--- config.mk ---
export PLATFORM = sky130hd
export DESIGN_NAME = ovl_req_ack_responder
export DESIGN_NICKNAME = d
export VERILOG_FILES = /design/src/rtl/ovl_req_ack_responder.sv
export SDC_FILE = /design/constraint.sdc
export NUM_CORES = 1
export LEC_CHECK = 0
export ABC_AREA = 1
export CORE_ASPECT_RATIO = 2
export CORE_MARGIN = 2
export CORE_UTILIZATION = 54
export CTS_BUF_LIST = sky130_fd_sc_hd__clkbuf_4 sky130_fd_sc_hd__clkbuf_8
export DETAILED_ROUTE_END_ITERATION = 6
export HOLD_SLACK_MARGIN = 0.05
export PLACE_DENSITY = 0.82
export REMOVE_ABC_BUFFERS = 1
export SETUP_SLACK_MARGIN = 0.3
export SLEW_MARGIN = 20
export SYNTH_ARGS = -nofsm -noshare
export SYNTH_HDL_FRONTEND = slang
export SYNTH_SLANG_ARGS = --single-unit
--- constraint.sdc ---
create_clock -name clock -period 2.35 [get_ports clock]
set_clock_uncertainty 0.1 [all_clocks]
set_input_delay 0.3525 -clock clock [delete_from_list [all_inputs] [get_ports clock]]
set_output_delay 0.3525 -clock clock [all_outputs]
set_load 0.02 [all_outputs]
--- src/rtl/ovl_req_ack_responder.sv ---
// ovl_req_ack_responder: queued req->ack responder with programmable latency; ports clock/reset, enable/req_in/delay/inject_err in; ack/busy/pending/overflow/ack_count/err_count out
module ovl_req_ack_responder #(
  parameter int DW    = 4,
  parameter int DEPTH = 4,
  parameter int CW    = 16,
  localparam int PW   = $clog2(DEPTH + 1)
) (
  input  logic          clock,
  input  logic          reset,
  input  logic          enable,
  input  logic          req_in,
  input  logic [DW-1:0] delay,
  input  logic          inject_err,
  output logic          ack,
  output logic          busy,
  output logic [PW-1:0] pending,
  output logic          overflow,
  output logic [CW-1:0] ack_count,
  output logic [CW-1:0] err_count
);
  typedef enum logic [1:0] {IDLE, WAIT, ACK} state_t;
  state_t        state;
  logic [DW-1:0] cnt;
  logic          acc;
  logic [DW-1:0] deff_m1;
  logic [PW:0]   q;
  assign acc     = enable & req_in;
  assign deff_m1 = (delay == '0) ? '0 : delay - DW'(1);
  // queue depth after this edge's arrival, one bit wider so DEPTH+1 cannot wrap
  assign q       = {1'b0, pending} + (PW+1)'(acc);
  always_ff @(posedge clock or posedge reset)
    if (reset) begin
      state     <= IDLE;
      cnt       <= '0;
      ack       <= 1'b0;
      busy      <= 1'b0;
      pending   <= '0;
      overflow  <= 1'b0;
      ack_count <= '0;
      err_count <= '0;
    end else begin
      case (state)
        IDLE: if (acc) begin
          cnt   <= deff_m1;
          state <= WAIT;
          busy  <= 1'b1;
        end
        WAIT: begin
          if (acc) begin
            if (pending < PW'(DEPTH)) pending <= pending + PW'(1);
            else overflow <= 1'b1;
          end
          if (cnt != '0) cnt <= cnt - DW'(1);
          else begin
            state <= ACK;
            ack   <= ~inject_err;
            if (inject_err) err_count <= err_count + CW'(1);
            else ack_count <= ack_count + CW'(1);
          end
        end
        ACK: begin
          ack <= 1'b0;
          // a request arriving now counts toward the queue, so it can start back-to-back
          if (q != '0) begin
            pending <= PW'(q - (PW+1)'(1));
            cnt     <= deff_m1;
            state   <= WAIT;
          end else begin
            state <= IDLE;
            busy  <= 1'b0;
          end
        end
        default: begin
          state <= IDLE;
          busy  <= 1'b0;
        end
      endcase
    end
endmodule

# After elaboration in Yosys (flattened, before gate mapping)
# Index checks and enable logic that the tools add are counted.
[op_classes] n_addsub=7 magnitude_cmp=1 n_eq_ne=9 muxes=18 n_bitwise=5 n_reduce_logical=14
[op_table] cell="16-bit by 1-bit adder with 16-bit output (second input constant)" count=2
[op_table] cell="4-bit 2-to-1 mux" count=4
[op_table] cell="2-bit inequality test (second input constant)" count=7
[op_table] cell="4-bit one-hot mux with 3 select lines" count=1
[op_table] cell="3-bit AND reduction" count=4
[op_table] cell="3-bit 2-to-1 mux" count=3
[op_table] cell="4-bit AND reduction" count=2
[op_table] cell="4-bit nonzero test" count=2
[op_table] cell="4-bit by 1-bit subtractor with 4-bit output (second input constant)" count=2
[op_table] cell="2-bit one-hot mux with 3 select lines" count=1
[op_table] cell="3-bit one-hot mux with 2 select lines" count=1
[op_table] cell="3-bit by 1-bit adder with 4-bit output" count=1
[op_table] cell="4-bit zero test" count=1
[op_table] cell="1-bit 2-to-1 mux" count=4
[op_table] cell="2-bit 2-to-1 mux" count=2
[op_table] cell="1-bit NOT" count=4
[op_table] cell="2-bit AND reduction" count=2
[op_table] cell="3-bit by 1-bit adder with 3-bit output (second input constant)" count=1
[op_table] cell="3-bit less-than comparator (second input constant)" count=1
[op_table] cell="1-bit one-hot mux with 3 select lines" count=1
[op_table] cell="3-bit nonzero test" count=1
[op_table] cell="3-bit by 1-bit subtractor with 3-bit output (second input constant)" count=1
[op_table] cell="2-bit by 1-bit == test with 1-bit output (second input constant)" count=1
[op_table] cell="2-bit == test (second input constant)" count=1
[op_table] cell="other kinds (4)" count=4
[word_totals] reg_bits=44 inputBits=9 word_cells=62

# Longest topological paths before layout
# Gate-level depths: netlist (run 1).
[logic_depth] word_depth=5 mapped_depth=12 depth_no_buf=12

# Worst setup path before layout (run 1)
# Ideal clock, no wire load.
[synth_path] path_type="flip-flop to flip-flop" startpoint="register pending[0]" endpoint="register cnt[1]" setup_ns=0.117 t_arrival_ns=1.617 required_time_ns=2.133 slack_ns=0.517 path_stages_with_launch=10 cell_sequence="dfrtp_1 > ha_1 > ha_1 > or2_1 > nand2_1 > nand3_1 > nand2_2 > nand2_2 > nand2_1 > nand2_1"
[synth_between] elab_chain_len=4
[synth_rtl] element="from (decl)" line_no="16" rtl="output logic [PW-1:0] pending,"
[synth_rtl] element="from (signal assigned)" line_no="50" rtl="if (pending < PW'(DEPTH)) pending <= pending + PW'(1);"
[synth_rtl] element="from (signal assigned)" line_no="65" rtl="pending <= PW'(q - (PW+1)'(1));"
[synth_rtl] element="3-bit by 1-bit adder with 4-bit output" line_no="30" rtl="assign q = {1'b0, pending} + (PW+1)'(acc);"
[synth_rtl] element="4-bit nonzero test" line_no="64" rtl="if (q != '0) begin"
[synth_rtl] element="2-bit inequality test (no source line)"
[synth_rtl] element="4-bit AND reduction (no source line)"
[synth_rtl] element="to (signal assigned)" line_no="44" rtl="cnt <= deff_m1;"
[synth_rtl] element="to (signal assigned)" line_no="53" rtl="if (cnt != '0) cnt <= cnt - DW'(1);"
[synth_rtl] element="to (signal assigned)" line_no="66" rtl="cnt <= deff_m1;"
[synth_rtl] element="to (decl)" line_no="23" rtl="logic [DW-1:0] cnt;"
# Every way passes these cells.
# A chain may end at the register's enable or synchronous reset.

# Worst setup path in the final report (run 1)
[layout_path] startpoint="input port req_in" endpoint="register cnt[3]"
[layout_between] elab_chain_len=5 elab_cells_between_ends=6 cone_classes="add/sub: 1; eq/ne: 2; bitwise: 1; reduce/logical: 2"
[layout_rtl] element="from (decl)" line_no="11" rtl="input logic req_in,"
[layout_rtl] element="1-bit AND *" line_no="27" rtl="assign acc = enable & req_in;"
[layout_rtl] element="3-bit by 1-bit adder with 4-bit output" line_no="30"
[layout_rtl] element="4-bit nonzero test" line_no="64"
[layout_rtl] element="2-bit inequality test (no source line)"
[layout_rtl] element="4-bit AND reduction (no source line) *"
# Mark *: on every way between the ends. The rest lies on a longest branch, timed or not.

==> flow_metrics.py, run 1 <==
metrics = {
    "routing": {
        "final_antenna_net_count": 0,
        "dr.pass1.iters": 4,
        "drtIter0Drc": 62,
        "wire_per_inst_um": 13.7,
        "vias": 2430,
        "drt-total-wl_mm": 6.17,
        "drc": 0,
        "post_drt_via_cell_ratio": 5.39,
    },
    "global_routing": {
        "overflow": 0,
        "grt_pass1_wl_mm": 10.1,
        "grt_usage_pct": 24.8,
        "grt_max_degree": 45,
        "grt_pass1_vias": 2430,
        "antenna_found_initial": 0,
    },
    "clock_tree": {
        "cts_buffers": 5,
        "path_clk_slew_ns": 0.09,
        "h-tree-depth": 2,
        "cts_root_buffer": "clkbuf_8",
        "cts.sink_count": 44,
        "cts_tree": "yes",
        "clk_latency_ns": 0.30,
        "clockBufferDepth": 2,
    },
    "logic_synthesis": {
        "yosysUniqueCellTypes": 29,
        "synth_common_cells": "nand2_1 (122), dfrtp_1 (44), inv_1 (38)",
        "ys_warn_count": 0,
        "synthArstFlopShare_pct": 100,
        "synth_area_um2": 2570,
        "synth_seq_cells": 44,
        "synth_area_per_cell_um2": 7.55,
        "synth_area_leaders": "dfrtp_1 (43%), nand2_1 (18%), inv_1 (5.6%)",
        "yosysMostFrequentCell": "nand2_1",
        "yosysSeqAreaShare_pct": 42.9,
        "syn_inst": 340,
        "synthFlopType": "dfrtp_1",
        "yosys.area.top_type": "dfrtp_1",
        "synth_top_area_share_pct": 42.9,
        "synth_edf_count": 0,
    },
    "worst_setup_path": {
        "path_class": "in2reg",
        "ff2ff_path_depth": 9,
        "crit_chain": "clkdlybuf4s50_1, nand2_2, inv_2, ha_2, ha_1, or2_1, nand2_2, nand3_4, nand2_4, nand2_4, nand2_1, nand2_1",
        "slowest_delay_ns": 0.41,
        "crit_fanout": 8,
        "startpoint_type": "input port",
        "required_ns": 2.43,
        "cp-end-kind": "flop",
        "crit_path_top_delay_cell": "clkdlybuf4s50_1",
        "worstPathArrival_ns": 2.07,
    },
    "cells_and_area": {
        "antennaDiodeCount": 0,
        "drive_gt1_share_pct": 9.09,
        "nets": 412,
        "nFillCells": 382,
        "utilization_pct": 72.3,
        "area_growth_pct": 29.5,
        "fin_cells": 451,
    },
    "sta": {
        "final.setup.tns_ns": 0,
        "max-slew-margin-rel_pct": 66.7,
        "max_freq_ghz": 0.503,
        "setup-violations-final": 0,
        "period_share_pct": 84.7,
        "drv_slew": 0,
        "finalHoldViolCount": 0,
        "worstMarginPinSlew_ns": 0.497,
        "worst_slack_ns": 0.360,
        "grt_setup_unrepaired": "no",
        "min_period_ns": 1.99,
    },
    "run_status": {
        "status": "complete, no violations",
    },
    "pwr": {
        "vdd_drop_max_v": 0.000663,
        "cellPowerDensity_nw_per_um2": 1050,
        "power.leakage_uw": 0.00152,
    },
    "placed_design": {
        "portBuffers": 46,
        "dp_cells": 441,
        "place_congestion": 0.901,
        "pre_cts_slack_ns": -0.0225,
        "place_hpwl_mm": 4.60,
    },
    "floorplanning": {
        "start_util_pct": 55.8,
        "core-area_um2": 4600,
        "dieArea_um2": 5360,
        "die_h_um": 102,
        "die_w_um": 52.8,
        "pin_count": 47,
        "rows": 35,
    },
    "hold_path": {
        "hold_class": "in2async",
    },
    "job": {
        "maxCapViolCount": 0,
    },
}
flip-flops by register name, summed over array words and instances, names as in the netlist:
| name | flops |
|---|---|
| overflow | 1 |
| busy | 1 |
| ack | 1 |
| state | 2 |
| err_count | 16 |
| ack_count | 16 |
| cnt | 4 |
| pending | 3 |
critical path, delay by kind of cell:
kind / cells / cell delay (ns)
and+or+nand+nor: 8 / 0.91
buffers and inverters: 2 / 0.46
adders and majority gates: 2 / 0.35
kinds of logic (layout without fill, tap and decap cells):
family	count (synthesis)	after routing	synth area share (%)
and+or+nand+nor	209	209	36.2
DFF	44	44	42.9
buffers and inverters	41	97	6.43
AOI/OAI and AO/OA	20	20	4.44
xor gates and xnor gates	18	18	6.14
adders and majority gates	8	8	3.90
worst paths after layout:
check / start / endpoint / slack, ns
max in group asynchronous: reset / err_count[14] / 1.64
worst min register to register: busy / busy / 0.38
worst max-delay path: req_in / cnt[3] / 0.36
min in group clock: busy / busy / 0.38
worst max register to register: pending[0] / cnt[3] / 0.46
worst min-delay path: reset / err_count[10] / 0.28
layout by cell type, fill, tap and decap left out, drive strengths merged:
master / count
nand2: 127
clkdlybuf4s50: 46
dfrtp: 44
inv: 38
nor2: 38
nand3: 25
o21ai: 14
xor2: 9
xnor2: 9
nand4: 9
ha: 8
clkbuf: 5
nor3: 5
buf: 4
nand3b: 3
bufinv: 3
a21oi: 2
or2: 1
o22ai: 1
a22oi: 1
o21bai: 1
clkinv: 1
a31o: 1
and2: 1
layout make-up:
cell class / count / area [um2] / share of cell area, %
flip-flops and latches: 44 / 1100 / 33.1
inverters: 39 / 146 / 4.40
multi-input cells: 255 / 1350 / 40.5
clock buffers: 5 / 68.8 / 2.07
repair buffers: 50 / 503 / 15.1
clock inverters: 3 / 90.1 / 2.71
well taps: 55 / 68.8 / 2.07
power by group:
group,internal (uW),switching (uW)
combinational,622,874
clock,532,275
sequential,948,244
per-layer routing:
metal / routed length, um / GRT usage, %
met2: 3640 / 49.5
met5: 0 / 0
met1: 2160 / 22.9
met3: 158 / 3.83
met4: 212 / 10.8
metrics by stage:
| step | instance area, um2 | total power, uW | hold WS [ns] |
|---|---|---|---|
| 2_1_floorplan | 2550 | 2050 | 0.378 |
| 3_3_place_gp | 3110 | 2540 | 0.352 |
| 3_5_place_dp | 3110 | 2580 | 0.362 |
| 4_1_cts | 3270 | 3410 | 0.306 |
| 5_1_grt | 3320 | 3710 | 0.321 |
| 6_report | 3320 | 3500 | 0.284 |
what timing repair did:
item	in CTS	in global routing
hold buffers	0	0
setup endpoints to repair	4	9
hold endpoints to repair	0	0
gates resized for setup	1	11
buffers inserted	0	2
pin swaps	0	5
Power figures use the tool's default switching activity.
==> inputs of run 2 (changes only) <==
==> constraint.sdc (replaced) <==
create_clock -name clock -period 2.1 [get_ports clock]
set_clock_uncertainty 0.1 [all_clocks]
set_input_delay 0.315 -clock clock [delete_from_list [all_inputs] [get_ports clock]]
set_output_delay 0.315 -clock clock [all_outputs]
set_load 0.02 [all_outputs]
==> flow_metrics.py, run 2 (synthesized netlist as in run 1, its figures left out) <==
metrics = {
    "run_status": {
        "status": "complete, no violations",
    },
    "routing": {
        "drtIter0Drc": 47,
        "wire_per_inst_um": 14.1,
        "drt-total-wl_mm": 6.52,
        "drc": 0,
        "post_drt_via_cell_ratio": 5.29,
        "vias": 2438,
        "final_antenna_net_count": 0,
        "dr.pass1.iters": 4,
    },
    "worst_setup_path": {
        "path_class": "reg2reg",
        "r2r_setup_slack_ns": 0.33,
        "crit_fanout": 5,
        "critPathCapture": "cnt[1]",
        "regToRegEndpoint": "cnt[1]",
        "rr_startpoint": "pending[0]",
        "cp-end-kind": "flop",
        "required_ns": 2.19,
        "startpoint_type": "flop",
        "critical_path.startpoint": "pending[0]",
        "worstPathArrival_ns": 1.86,
        "ff2ff_path_depth": 9,
    },
    "pwr": {
        "power_uw": 4050,
        "vdd_drop_max_v": 0.000982,
        "cellPowerDensity_nw_per_um2": 1160,
        "power.leakage_uw": 0.00188,
    },
    "sta": {
        "grt_setup_unrepaired": "yes",
        "finalHoldViolCount": 0,
        "max-slew-margin-rel_pct": 61.1,
        "drv_slew": 0,
        "worst_slack_ns": 0.326,
        "setup-violations-final": 0,
        "period_share_pct": 84.5,
        "hold_ws_ns": 0.252,
        "max_freq_ghz": 0.564,
        "min_period_ns": 1.77,
        "worstMarginPinSlew_ns": 0.581,
    },
    "global_routing": {
        "met1_usage_pct": 25.7,
        "grt_pass1_vias": 2351,
        "top_usage_layer": "met2",
        "overflow": 0,
        "grt_max_degree": 45,
        "grtUsageMet3_pct": 3.69,
        "grt_usage_pct": 25.9,
        "met2_usage_pct": 49.7,
        "antenna_found_initial": 0,
        "grt_pass1_wl_mm": 10.3,
    },
    "cells_and_area": {
        "area_growth_pct": 36.2,
        "nets": 422,
        "layout_commonest_cell": "nand2_1",
        "drive_gt1_share_pct": 13.5,
        "antennaDiodeCount": 0,
        "reg.largest.list": "ack_count: 16 flops, err_count: 16 flops, cnt: 4 flops",
        "utilization_pct": 76.1,
        "layout_common_cells": "nand2_1 (115), dfrtp_1 (44), inv_1 (35)",
    },
    "clock_tree": {
        "cts_tree": "yes",
        "cts.sink_count": 44,
        "cts_root_buffer": "clkbuf_8",
        "clockBufferDepth": 2,
        "cts_buffers": 5,
        "h-tree-depth": 2,
        "clk_latency_ns": 0.30,
        "path_clk_slew_ns": 0.09,
    },
    "floorplanning": {
        "pin_count": 47,
        "core-area_um2": 4600,
        "dieArea_um2": 5360,
        "die_w_um": 52.8,
        "start_util_pct": 55.8,
        "rows": 35,
        "die_h_um": 102,
    },
    "hold_path": {
        "hold_class": "in2async",
    },
    "placed_design": {
        "place_hpwl_mm": 4.48,
        "portBuffers": 46,
        "place_congestion": 0.834,
        "pre_cts_slack_ns": -0.207,
    },
    "job": {
        "maxCapViolCount": 0,
    },
}
[run 2: cell types whose count changed in the layout (fill, tap and decap cells not counted), sizes merged]
| cell | change |
|---|---|
| buf | +9 |
| clkdlybuf4s50 | -25 |
| dlygate4sd2 | +7 |
| dlymetal6s2s | +18 |
| nand2 | +1 |
[run 2: cell type report]
| type | instances | area [um2] |
|---|---|---|
| inverters | 39 | 146 |
| multi-input cells | 256 | 1410 |
| flip-flops and latches | 44 | 1100 |
| clock buffers | 5 | 68.8 |
| repair buffers | 59 | 614 |
| well taps | 55 | 68.8 |
| clock inverters | 3 | 90.1 |
| fillers | 342 | 1100 |
[run 2: timing repair]
item | 4_1_cts | 5_1_grt
hold buffers | 0 | 0
setup endpoints to repair | 19 | 42
buffers inserted | 4 | 3
gates resized for setup | 18 | 35
cloned | 1 | 0
pin swaps | 7 | 12
[run 2: critical path, cell delays in order (launching register included)]
cell and delay (ns):
dfrtp_1 0.42, ha_4 0.19, ha_4 0.16, or2_4 0.26, nand2_4 0.07, nand3_4 0.09, nand2_4 0.12, nand2_4 0.10
nand2_2 0.11, nand2_1 0.06
[run 2: worst min path at each step]
stage	from	slack, ns	to	cells past startpoint
after global routing	reset	0.28	err_count[12]	3
final	reset	0.25	err_count[11]	3
after detailed placement	overflow	0.35	overflow	1
after global placement	overflow	0.35	overflow	1
after floorplan	cnt[1]	0.38	cnt[1]	2
after CTS	reset	0.26	err_count[12]	3
[run 2: stage by stage]
| stage | setup TNS [ns] | instances | area [um2] |
|---|---|---|---|
| floorplan | 0 | 338 | 2550 |
| global placement | -0.875 | 445 | 3140 |
| detailed placement | -1.49 | 445 | 3140 |
| CTS | 0 | 458 | 3370 |
| global route | 0 | 461 | 3500 |
| finish | 0 | 461 | 3500 |
[run 2: where the power goes]
group / switching, uW / internal, uW / leakage (uW)
sequential: 265 / 1060 / 0.000567
combinational: 1060 / 759 / 0.00124
clock: 309 / 595 / 0.0000784
total: 1640 / 2420 / 0.00188
[run 2: per-layer routing]
layer  part of all wire, %  up-vias
met5                     0        -
met4                   2.4        0
met3                   2.7       14
met2                    58       59
met1                    37     1161
li1                      -     1204
==> inputs of run 3 (changes only) <==
==> constraint.sdc (replaced) <==
create_clock -name clock -period 1.7 [get_ports clock]
set_clock_uncertainty 0.1 [all_clocks]
set_input_delay 0.255 -clock clock [delete_from_list [all_inputs] [get_ports clock]]
set_output_delay 0.255 -clock clock [all_outputs]
set_load 0.02 [all_outputs]
==> flow_metrics.py, run 3 (synthesized netlist as in run 1, its figures left out) <==
metrics = {
    "sta": {
        "min_period_ns": 1.77,
        "worstMarginPinSlew_ns": 0.436,
        "max-slew-margin-rel_pct": 71.0,
        "setup-violations-final": 17,
        "worst_slack_ns": -0.0713,
        "finalHoldViolCount": 0,
        "drv_slew": 0,
        "final.setup.tns_ns": -0.466,
        "max_freq_ghz": 0.565,
        "grt_setup_unrepaired": "yes",
        "period_share_pct": 104,
    },
    "clock_tree": {
        "cts_root_buffer": "clkbuf_8",
        "cts_buffers": 5,
        "path_clk_slew_ns": 0.09,
        "cts.sink_count": 44,
        "cts_tree": "yes",
        "clk_latency_ns": 0.31,
        "clockBufferDepth": 2,
        "h-tree-depth": 2,
    },
    "run_status": {
        "status": "finished with violations",
        "violations": "setup timing",
    },
    "worst_setup_path": {
        "crit_path_top_delay_cell": "dfrtp_1",
        "rr_startpoint": "cnt[0]",
        "path_class": "reg2reg",
        "cp.depth": 8,
        "crit_fanout": 4,
        "startpoint_type": "flop",
        "path_common_cell": "buf_6",
        "required_ns": 1.82,
        "slowest_delay_ns": 0.42,
        "ff2ff_path_depth": 8,
        "regToRegEndpoint": "ack_count[0]",
        "crit_chain": "inv_2, ha_4, buf_6, nand3_4, nor2_4, buf_6, buf_6, xor2_1",
        "r2r_setup_slack_ns": -0.07,
        "cp_top_family": "buffers and inverters",
        "cp-end-kind": "flop",
        "worstPathArrival_ns": 1.89,
        "crit_buf_inv": 4,
    },
    "cells_and_area": {
        "area_growth_pct": 61.6,
        "stdcell_area_um2": 4150,
        "antennaDiodeCount": 0,
        "layout_common_cells": "nand2_1 (84), buf_4 (39), inv_1 (31)",
        "nets": 465,
        "reg.largest.list": "ack_count: 16 flops, err_count: 16 flops, cnt: 4 flops",
        "nFillCells": 198,
        "drive_gt1_share_pct": 45.3,
        "utilization_pct": 90.3,
        "layout_commonest_cell": "nand2_1",
    },
    "global_routing": {
        "overflow": 0,
        "grt_pass1_wl_mm": 13.2,
        "grt_pass1_vias": 2830,
        "antenna_found_initial": 0,
        "grt_max_degree": 45,
        "grt_usage_pct": 33.8,
    },
    "routing": {
        "wire_per_inst_um": 21.3,
        "vias": 3038,
        "drtIter0Drc": 187,
        "drt-total-wl_mm": 10.7,
        "drc": 0,
        "final_antenna_net_count": 0,
        "dr.pass1.iters": 5,
        "post_drt_via_cell_ratio": 6.04,
    },
    "pwr": {
        "pwr-share-seq_pct": 28.9,
        "pwr-share-clk_pct": 12.7,
        "combPwrFrac_pct": 58.4,
        "net-switching-power_uw": 2770,
        "switching_share_pct": 46.9,
        "cellPowerDensity_nw_per_um2": 1420,
        "vdd_drop_max_v": 0.00130,
        "power.internal_uw": 3130,
        "power.leakage_uw": 0.00211,
    },
    "floorplanning": {
        "pin_count": 47,
        "core-area_um2": 4600,
        "start_util_pct": 55.8,
        "rows": 35,
        "die_w_um": 52.8,
        "dieArea_um2": 5360,
        "die_h_um": 102,
    },
    "placed_design": {
        "dpl-instance-area_um2": 3220,
        "place_congestion": 0.864,
        "portBuffers": 46,
        "place_hpwl_mm": 4.75,
        "pre_cts_slack_ns": -0.588,
    },
    "hold_path": {
        "hold_class": "in2async",
    },
    "job": {
        "maxCapViolCount": 0,
    },
}
[run 3: area by class of cell]
type / count / area (um2) / area share (%)
Sequential cell: 44 / 1120 / 27.0
Timing Repair Buffer: 103 / 945 / 22.8
Tap cell: 55 / 68.8 / 1.66
Multi-Input combinational cell: 255 / 1770 / 42.6
Clock buffer: 7 / 96.3 / 2.32
Inverter: 39 / 154 / 3.71
[run 3: power groups by stage]
stage,logic [uW],clock network (uW),registers [uW]
6_report,3450,751,1710
3_5_place_dp,2080,0,1620
4_1_cts,2600,735,1610
2_1_floorplan,1020,0,1820
3_3_place_gp,2000,0,1620
5_1_grt,3630,791,1730
[run 3: routing by layer]
metal	up-vias	share of wire (%)	global-route usage, %
li1	1292	-	-
met1	1462	33	33.5
met2	210	53	62.1
met3	74	6.8	5.31
met4	0	7.0	20.9
met5	-	0	0
[run 3: worst max path at each step]
stage,start,endpoint,slack (ns)
after detailed placement,req_in,pending[2],-0.59
after CTS,pending[0],pending[2],-0.03
final,cnt[0],ack_count[0],-0.07
after global placement,enable,cnt[1],-0.46
after global routing,err_count[7],err_count[15],-0.12
after floorplan,pending[0],cnt[1],-0.13
[run 3: what timing repair did]
item	in CTS	in global routing
hold endpoints to repair	0	0
hold buffers	0	0
gates resized for setup	181	101
buffers inserted	21	20
pin swaps	36	35
endpoints found under the setup margin	80	69
[run 3: worst reg2reg max path: stages (launching register included)]
cell,delay (ns)
dfrtp_1,0.42
inv_2,0.11
ha_4,0.19
buf_6,0.13
nand3_4,0.11
nor2_4,0.18
buf_6,0.13
buf_6,0.11
xor2_1,0.20
[run 3: through the flow]
stage	hold slack [ns]	power [uW]	instances
after floorplan	0.345	2840	338
after global placement	0.350	3620	455
after detailed placement	0.368	3700	455
after CTS	0.195	4950	483
after global routing	0.229	6150	503
final	0.183	5900	503
==> RTL edit (flow settings as in run 1) <==
The parameter `DEPTH` goes from 4 to 2.
--- a/src/rtl/ovl_req_ack_responder.sv
+++ b/src/rtl/ovl_req_ack_responder.sv
@@ -1,7 +1,7 @@
 // ovl_req_ack_responder: queued req->ack responder with programmable latency; ports clock/reset, enable/req_in/delay/inject_err in; ack/busy/pending/overflow/ack_count/err_count out
 module ovl_req_ack_responder #(
   parameter int DW    = 4,
-  parameter int DEPTH = 4,
+  parameter int DEPTH = 2,
   parameter int CW    = 16,
   localparam int PW   = $clog2(DEPTH + 1)
 ) (
Ports: changed (resized pending); port bits go from 47 to 46. The function was not compared with the original's and may differ.
==> RTL edit against run 1 <==
Sequential share of layout area up 0.68 points. Hold slack worse by 0.032 ns. Cell area down 4.1%. Area after synthesis down 2.7%. Critical path type is now register to register. Utilization down 1.6 points. Routed wire length down 7.9%. Setup slack better by 0.062 ns. Sequential cell count down 1. Power down 22%. Non-clock buffer count up 3.
==> RTL edit: results (changes against run 1) <==
| Metric | Value |
|---|---|
| Cell variety after synth | 26 (-10%) |
| Largest net degree at the start of global routing | 19 (-58%) |
| Hold Path Class | input pin to async pin |
| Critical Path AT | 2.01 ns (-0.06 ns) |
| M1 wire length | 2520 µm (+17%) |
| Fraction of the yosys area taken by sequential cells | 43.1% (+0.20 points) |
| Cell Area, Placed | 3040 µm² (-2.0%) |
| Slowest CP cell | dfrtp_2 |
| Max Buffers Root-to-Sink | 2 (unchanged) |
| First-pass GRT wire length | 9740 µm (-3.2%) |
| CP max stage delay | 0.45 ns (+0.04 ns) |
| Port-buffer cells | 45 (-2.2%) |
| GRT Resource Usage Total | 24.4% (-0.42 points) |
| Cts bufs inserted | 5 (unchanged) |
| Pint | 1.63 mW (-23%) |
| Starting DRT DRC Count | 40 (-35%) |
| Top Metal Used | met4 |
| Leakage power | 1.49 nW (-1.6%) |
| Hpwl dp | 4140 µm (-10%) |
| DR WL/cell | 12.7 µm (-7.5%) |
| Share of cells above drive strength 1 | 9.14% (+0.046 points) |
| Metal2 WL | 2840 µm (-22%) |
| Initial antenna violation count | 0 (unchanged) |
| GRT met1 Usage | 31.7% (+8.9 points) |
| Met3 WL | 238 µm (+51%) |
| Run status | finished, final reports clean |
| Critical path fanouts, max | 8 (unchanged) |
| Synth top area cells | dfrtp_1, nand2_1, nor2_1 |
| CTS root buffer | clkbuf_8 |
| Gp weighted congestion | 0.889 (-1.4%) |
| Synth area leader | dfrtp_1 |
| N_diodes | 0 (unchanged) |
| Clock Latency Late Sink | 0.30 ns (about the same) |
| Nets | 407 (-1.2%) |
| Met2 GRT Util | 41.0% (-8.5 points) |
| Launching point of the worst reg2reg path | pending[0]$_DFFE_PP0P_ |
| Post-synth top cells | nand2_1, dfrtp_1, nor2_1 |
| Worst slew margin | 69.3% (+2.6 points) |
| Vias/cell | 5.20 (-3.6%) |
| Crit path launch type | register |
| Warnings, synthesis | 0 (unchanged) |
| Peak supply drop | 0.687 mV (+3.6%) |
| Router iterations before antenna repair | 4 (unchanged) |
| Met3 track demand over resource | 3.57% (-0.26 points) |
| Vias in the first global route | 2297 (-5.5%) |
| Worst-path clk slew | 0.08 ns |
| CP top delay family | simple AND/OR/NAND/NOR gates |
| Asr flop ratio synth | 100% (unchanged) |
[RTL edit: changes by cell type after synthesis, moves of 2 or more]
cell / change
nor2_1: +8
nand3_1: -6
ha_1: -3
nand2_1: +3
nand2_2: -3
o21ai_0: -3
nand4_1: +2
nor2_4: +2
xnor2_1: +2
[RTL edit: cells by family (layout without fill, tap and decap cells)]
family | after synthesis | in the layout | synth area share, %
xor+xnor | 19 | 19 | 6.66
compound gates | 17 | 17 | 3.76
simple gates | 211 | 211 | 37.5
fa+ha+maj | 5 | 5 | 2.51
flops | 43 | 43 | 43.1
buf+inv | 40 | 99 | 6.46
[RTL edit: power groups by stage]
| stage | logic [mW] | clock network (mW) | registers [mW] |
|---|---|---|---|
| after floorplan | 0.610 | 0 | 1.16 |
| after global placement | 1.05 | 0 | 1.07 |
| after detailed placement | 1.09 | 0 | 1.07 |
| after CTS | 1.10 | 0.544 | 1.06 |
| after global routing | 1.28 | 0.567 | 1.09 |
| final | 1.13 | 0.534 | 1.06 |
[RTL edit: layout make-up]
cell class              count  area (µm²)
clock buffers               8         104
fillers                   373        1320
inverters                  38         143
multi-input cells         252        1280
flip-flops and latches     43        1080
well taps                  55        68.8
repair buffers             53         515
[RTL edit: worst paths after layout]
path                                       endpoint  slack [ns]  depth (start not counted)
setup / recovery                 cnt[3]$_DFFE_PP0P_        0.42                         12
hold / removal                   cnt[1]$_DFFE_PP0P_        0.25                          2
hold reg to reg                    busy$_DFFE_PP0P_        0.39                          1
setup reg to reg                 cnt[3]$_DFFE_PP0P_        0.42                         12
min in group clock             overflow$_DFFE_PP0P_        0.32                          3
max in group asynchronous  ack_count[6]$_DFFE_PP0P_        1.28                          3
[RTL edit: what timing repair did]
action	in CTS	in global routing
hold buffers	0	0
endpoints found under the hold margin	0	0
endpoints found under the setup margin	6	7
pin swaps	0	5
resized for setup	1	10
buffers inserted	0	2
[RTL edit: stage by stage]
stage | hold WS, ns | std cells | setup WS, ns | TNS [ns]
finish | 0.252 | 449 | 0.422 | 0
detailed placement | 0.373 | 439 | -0.0660 | -0.226
CTS | 0.260 | 447 | 0.304 | 0
global route | 0.313 | 449 | 0.283 | 0
global placement | 0.365 | 439 | 0.110 | 0
floorplan | 0.349 | 333 | 0.524 | 0
[RTL edit: worst register-to-register path, delay by kind of cell (launching register included)]
family | cells | cell delay, ns
DFF | 1 | 0.45
AOI/OAI and AO/OA | 1 | 0.08
buffers and inverters | 3 | 0.21
and+or+nand+nor | 6 | 0.57
adders and majority gates | 2 | 0.40
